### config.mk
export PLATFORM = sky130hd
export DESIGN_NAME = edge_detect_filter
export DESIGN_NICKNAME = d
export VERILOG_FILES = /design/src/rtl/edge_detect_filter.sv
export SDC_FILE = /design/constraint.sdc
export NUM_CORES = 1
export LEC_CHECK = 0
export ABC_AREA = 1
export BUFFER_PORTS_ARGS = -buffer_cell sky130_fd_sc_hd__buf_2
export CORE_AREA = 2 2 39 41
export CTS_BUF_LIST = sky130_fd_sc_hd__clkbuf_4
export CTS_CLUSTER_DIAMETER = 100
export DETAILED_ROUTE_END_ITERATION = 6
export DIE_AREA = 0 0 41 43
export SYNTH_ARGS = -nofsm -noshare
export SYNTH_HDL_FRONTEND = slang
export SYNTH_SLANG_ARGS = --single-unit
export TNS_END_PERCENT = 10
### constraint.sdc
create_clock -name clk -period 0.9 [get_ports clk]
set_input_delay 0.18 -clock clk [delete_from_list [all_inputs] [get_ports clk]]
set_output_delay 0.18 -clock clk [all_outputs]
set_load 0.01 [all_outputs]
### src/rtl/edge_detect_filter.sv
// Multi-channel input synchroniser, glitch filter and edge-pulse generator.
// Optional sticky event flags are built when EDGE_DETECT_STICKY_EN is defined.
module edge_detect_filter #(
  parameter int unsigned CH          = 1,
  parameter int unsigned SYNC_STAGES = 2,
  parameter int unsigned FILTER_LEN  = 4,
  parameter logic        RST_LEVEL   = 1'b1
) (
  input  logic            clk,
  input  logic            rstn,
  input  logic [CH-1:0]   sig_in,
  input  logic [2*CH-1:0] edge_mode,
  output logic [CH-1:0]   level_out,
  output logic [CH-1:0]   rise_pulse,
  output logic [CH-1:0]   fall_pulse,
  output logic [CH-1:0]   evt_pulse,
  output logic [CH-1:0]   sticky_flag,
  input  logic [CH-1:0]   sticky_clr
);

  localparam int unsigned CntW = $clog2(FILTER_LEN + 1);
  localparam logic [CntW-1:0] CntMax = CntW'(FILTER_LEN - 1);

  for (genvar i = 0; i < CH; i++) begin : g_ch
    logic [SYNC_STAGES-1:0] r_sync;
    logic [CntW-1:0]        r_cnt;
    logic                   r_lvl;
    logic                   r_rise;
    logic                   r_fall;
    logic                   w_s_sync;
    logic [CntW-1:0]        w_cnt_d;
    logic                   w_lvl_d;
    logic                   w_rise_d;
    logic                   w_fall_d;

    assign w_s_sync = r_sync[SYNC_STAGES-1];

    // Level only flips after FILTER_LEN consecutive samples disagree with it.
    always_comb begin
      w_cnt_d  = '0;
      w_lvl_d  = r_lvl;
      w_rise_d = 1'b0;
      w_fall_d = 1'b0;
      if (w_s_sync != r_lvl) begin
        if (r_cnt == CntMax) begin
          w_lvl_d  = ~r_lvl;
          w_rise_d = ~r_lvl;
          w_fall_d = r_lvl;
        end else begin
          w_cnt_d = r_cnt + CntW'(1);
        end
      end
    end

    always_ff @(posedge clk or negedge rstn) begin
      if (!rstn) begin
        r_sync <= {SYNC_STAGES{RST_LEVEL}};
        r_cnt  <= '0;
        r_lvl  <= RST_LEVEL;
        r_rise <= 1'b0;
        r_fall <= 1'b0;
      end else begin
        r_sync <= {r_sync[SYNC_STAGES-2:0], sig_in[i]};
        r_cnt  <= w_cnt_d;
        r_lvl  <= w_lvl_d;
        r_rise <= w_rise_d;
        r_fall <= w_fall_d;
      end
    end

    assign level_out[i]  = r_lvl;
    assign rise_pulse[i] = r_rise;
    assign fall_pulse[i] = r_fall;
    assign evt_pulse[i]  = (r_rise & edge_mode[2*i]) | (r_fall & edge_mode[2*i+1]);
  end

`ifdef EDGE_DETECT_STICKY_EN
  logic [CH-1:0] r_sticky;

  // A set in the same cycle as a clear wins so no event is lost.
  always_ff @(posedge clk or negedge rstn) begin
    if (!rstn) begin
      r_sticky <= '0;
    end else begin
      r_sticky <= (r_sticky & ~sticky_clr) | evt_pulse;
    end
  end

  assign sticky_flag = r_sticky;
`else
  logic [CH-1:0] w_unused_clr;
  assign w_unused_clr = sticky_clr;
  assign sticky_flag  = '0;
`endif

endmodule
==> flow_summary.toml, run 1 <==
[route]
wl_per_cell_um = 8.03
via_count = 246
finalWirelength_um = 506
viasPerCell = 3.90
drt_iter0_markers = 2
drt_first_pass_iters = 4
ant_nets = 0
drc = 0

[synthesis]
syn_nets = 41
synthDistinctLibCells = 12
synthesis.area_um2 = 323
synth_top_area_cell = "dfrtp_1"
yosysWarnings = 0
synthTopCellsByArea = "dfrtp_1 (39%), dfstp_2 (24%), nand2_1 (12%), inv_1 (4.7%), ha_1 (3.9%)"
ys_ff_latch = 8
syn_inst = 34
yosysSeqAreaShare = 0.632
synth.top_cell.area_share = 0.388
avgSynthCellArea_um2 = 9.49

[grt]
antenna_found_initial = 0
track_usage = 0.0821
grt_pass1_vias = 242
globalRouteOverflowTotal = 0
grt_max_degree = 9
grt_pass1_wl_um = 876

[floorplan]
rows = 14
core_mm2 = 0.00138
die_w_um = 41
design.portCount = 11
start_util = 0.233
fp.dieH_um = 43
fp.dieArea_mm2 = 0.00176

[setup_path]
cp-end-kind = "output pin"
cp.arrival_ns = 0.90
setup.worst_path.class = "reg -> out"
cp-startpoint = "level_out"
reg2reg_setup_slack_ns = -0.07
cp.depth = 1
critPathBufInv = 1
cp_data_required_time_ns = 0.72
cp_slowest_cell = "dfstp_2"
startpoint_type = "register"
cp_top_family = "flip-flops"
path_max_fanout = 2
r2r-end = "g_ch[0].r_cnt[2]"
crit_end = "level_out"
slowest_delay_ns = 0.54
r2r-start = "level_out"
path_cells = "buf_6"
reg2reg_depth = 5

[run_status]
violations = "negative setup slack"
status = "complete, but fails checks"

[cts]
clockBufferDepth = 2
cts_buffers = 3
cts_tree = "done"
clk_pin_slew_ns = 0.06
htreeDepth = 1
clk_latency_ns = 0.25
clockRootBuffer = "clkbuf_4"
cts_sinks = 8

[power]
vdd.ir_drop.worst_mv = 0.977
p_leak_uw = 0.000232
powerDensity_mw_per_mm2 = 2590

[timing]
fmax_mhz = 927
tns_ns = -0.664
skew_ns = 0.00926
rsz0062_at_grt = "true"
hold_viol = 0
finalMaxSlewViolations = 0
period_share = 1.20
fin_ws_ns = -0.178
final.min_clock_period_ns = 1.08
finalSetupViolations = 8

[final_layout]
drive_gt1_frac = 0.426
synthToLayoutAreaGrowth_pct = 39.5
antenna_cells = 0
fin_nets = 55
n_fill_cell = 139

[run]
drv_cap = 0

[min_path]
min_path_type = "in -> reg"

[place]
gp_congestion = 0.748
post-place-ws_ns = -0.0526
numPortBuffers = 8
[cells in the final DEF, fill, tap and decap left out, types with 2 or more instances in the layout]
cell      instances
nor2_1            3
dfrtp_1           5
nor3_1            2
clkbuf_4          4
dfstp_2           3
nand2_1          10
buf_6             2
buf_2             7
inv_1             4
[logic make-up (layout without fill, tap and decap cells)]
family / count (synthesis) / after routing / synth area share
other: 1 / 1 / 0.0116
buffers and inverters: 6 / 19 / 0.0814
and+or+nand+nor: 18 / 18 / 0.236
adders and majority gates: 1 / 1 / 0.0388
DFF: 8 / 8 / 0.632
[stage by stage]
stage / total power, uW / std cells / hold slack [ns] / cell area, um^2 / utilization
global route: 1280 / 63 / 0.0143 / 450 / 0.325
global placement: 729 / 57 / 0.0329 / 375 / 0.271
floorplan: 667 / 34 / -0.116 / 323 / -
finish: 1170 / 63 / 0.0325 / 450 / 0.325
CTS: 1130 / 63 / 0.0250 / 432 / 0.312
detailed placement: 743 / 57 / 0.0299 / 375 / 0.271
[worst min path at each step]
| stage | start | end | depth (start not counted) |
|---|---|---|---|
| after global placement | rstn | fall_pulse | 1 |
| after global routing | sig_in | g_ch[0].r_sync[0] | 1 |
| after detailed placement | rstn | g_ch[0].r_cnt[0] | 1 |
| after CTS | sig_in | g_ch[0].r_sync[0] | 1 |
| after floorplan | rstn | fall_pulse | 0 |
| final | sig_in | g_ch[0].r_sync[0] | 1 |
[layout make-up]
type	instances	area [um^2]	share of cell area
clock buffers	4	30.0	0.0667
inverters	5	18.8	0.0417
multi-input cells	20	110	0.244
flip-flops and latches	8	204	0.453
well taps	16	20.0	0.0444
repair buffers	10	67.6	0.150
[layer usage]
metal	wire length (um)	share of wire	global-route usage	vias to the layer above
met5	0	0	0	-
met4	0	0	0.0400	0
met3	49	0.097	0.0785	0
met2	243	0.48	0.122	11
met1	213	0.42	0.0695	110
li1	-	-	-	125
[registers in the layout (all words and copies together), names as in the netlist]
name / flops
level_out: 1
g_ch.r_sync: 2
g_ch.r_cnt: 3
rise_pulse: 1
fall_pulse: 1
[what timing repair did]
item                                    4_1_cts  5_1_grt
hold buffers                                  1        0
resized for setup                             2        3
pin swaps                                     2        1
buffers inserted                              1        0
endpoints found under the hold margin         8        0
endpoints found under the setup margin       10       10
[report_power, final]
group	internal, uW	switching [uW]	leakage, uW
sequential	447	57.6	0.0000988
combinational	184	160	0.000115
clock	199	119	0.0000184
total	830	337	0.000232
[Yosys cell counts]
cell type / n
buf_4: 1
conb_1: 1
dfrtp_1: 5
dfstp_2: 3
ha_1: 1
inv_1: 4
inv_2: 1
nand2_1: 10
nand2_2: 2
nand3_1: 1
nor2_1: 3
nor3_1: 2
Note: power is estimated with default switching activity, not from simulation.
==> inputs of run 2 (changes only) <==
--- a/config.mk
+++ b/config.mk
@@ -12,6 +12,7 @@
 export CTS_CLUSTER_DIAMETER = 100
 export DETAILED_ROUTE_END_ITERATION = 6
 export DIE_AREA = 0 0 41 43
+export PLACE_DENSITY = 0.54
 export SYNTH_ARGS = -nofsm -noshare
 export SYNTH_HDL_FRONTEND = slang
 export SYNTH_SLANG_ARGS = --single-unit
==> run 2 against run 1 <==
Against the previous run:
- the flow still finishes with violations (negative setup slack)
- combinational power fell by 9.3%
- sequential power is 5.0% lower
- cell area decreased by 1.4%
- critical path type unchanged
- largest cell class unchanged
- largest power group unchanged
==> flow_summary.toml, run 2 (synthesis results as in run 1) <==
[run_status]
status = "complete, but fails checks"
violations = "negative setup slack"

[cts]
clk_latency_ns = 0.25
cts_buffers = 3
clockBufferDepth = 2
cts_sinks = 8
cts_tree = "done"
clockRootBuffer = "clkbuf_4"
clk_pin_slew_ns = 0.05
htreeDepth = 1

[floorplan]
design.portCount = 11
rows = 14
fp.dieH_um = 43
start_util = 0.233
die_w_um = 41
core_mm2 = 0.00138
fp.dieArea_mm2 = 0.00176

[setup_path]
cp_slowest_cell = "dfstp_2"
cp_top_family = "flip-flops"
cp_data_required_time_ns = 0.72
slowest_delay_ns = 0.53
cp.depth = 1
critPathBufInv = 1
cp.arrival_ns = 0.88
startpoint_type = "register"
reg2reg_depth = 5
cp-end-kind = "output pin"
path_cells = "buf_6"
path_max_fanout = 2
setup.worst_path.class = "reg -> out"

[timing]
finalMaxSlewViolations = 0
rsz0062_at_grt = "true"
period_share = 1.17
hold_viol = 0
fmax_mhz = 948
skew_ns = 0.00301
tns_ns = -0.622
final.min_clock_period_ns = 1.06
fin_ws_ns = -0.155
finalSetupViolations = 8

[final_layout]
largest_reg_flops = 3
final_cell_mix = "nand2_1 (10), buf_2 (7), dfrtp_1 (5), inv_1 (4), clkbuf_4 (4)"
final_util = 0.321
fin_area_um2 = 444
fin_nets = 56
synthToLayoutAreaGrowth_pct = 37.6
regMostFlops = "g_ch.r_cnt"
drive_gt1_frac = 0.438
layout_commonest_cell = "nand2_1"
antenna_cells = 0
reg_top3 = "g_ch.r_cnt x3, g_ch.r_sync x2"

[grt]
grt_pass1_wl_um = 669
antenna_found_initial = 0
globalRouteOverflowTotal = 0
track_usage = 0.0712
grt_pass1_vias = 156
grt_max_degree = 9

[place]
numPortBuffers = 8
place_area_um2 = 375
post-place-ws_ns = -0.0440
hpwl_um = 334
gp_congestion = 0.625

[run]
drv_cap = 0

[route]
wl_per_cell_um = 7.34
via_count = 237
drc = 0
ant_nets = 0
finalWirelength_um = 470
viasPerCell = 3.70
drt_first_pass_iters = 4
drt_iter0_markers = 1

[min_path]
min_path_type = "in -> async"

[power]
p_leak_uw = 0.000233
powerDensity_mw_per_mm2 = 2500
vdd.ir_drop.worst_mv = 1.19
finalPower_uw = 1110
==> run 2: repair_timing <==
| item | CTS | global route |
|---|---|---|
| buffers inserted | 1 | 0 |
| pin swaps | 2 | 0 |
| setup endpoints to repair | 10 | 10 |
| gates resized for setup | 1 | 2 |
| endpoints found under the hold margin | 8 | 1 |
| hold buffers | 1 | 1 |
| cloned | 0 | 0 |
==> run 2: stage by stage <==
step / instances / hold slack, ns
finish: 64 / 0.299
global route: 64 / 0.311
CTS: 63 / 0.0138
detailed placement: 57 / 0.0308
global placement: 57 / 0.0302
floorplan: 34 / -0.116
==> run 2: per-layer routing <==
| metal | vias up | track usage | share of wire |
|---|---|---|---|
| met3 | 0 | 0.0942 | 0.14 |
| met5 | - | 0 | 0 |
| met1 | 98 | 0.0772 | 0.43 |
| li1 | 126 | - | - |
| met4 | 0 | 0.0600 | 0 |
| met2 | 13 | 0.0625 | 0.43 |
==> run 2: worst paths after layout <==
check / from / endpoint / slack (ns)
worst min-delay path: rstn / g_ch[0].r_cnt[2] / 0.30
max in group asynchronous: rstn / g_ch[0].r_sync[1] / 0.36
worst max register to register: level_out / g_ch[0].r_cnt[1] / -0.08
min in group clk: g_ch[0].r_sync[0] / g_ch[0].r_sync[1] / 0.36
worst min register to register: g_ch[0].r_sync[0] / g_ch[0].r_sync[1] / 0.36
worst max-delay path: level_out / level_out / -0.16
==> run 2: layout make-up <==
class	instances	area, um^2
inverter	5	18.8
multi-input combinational	20	97.6
tap	16	20.0
clock buffer	4	30.0
sequential	8	204
timing repair buffer	11	73.8
fill	146	940
==> run 2: where the power goes <==
group / total, uW / internal, uW / switching (uW)
combinational: 312 / 151 / 161
sequential: 480 / 446 / 33.7
clock: 319 / 199 / 119
total: 1110 / 796 / 314
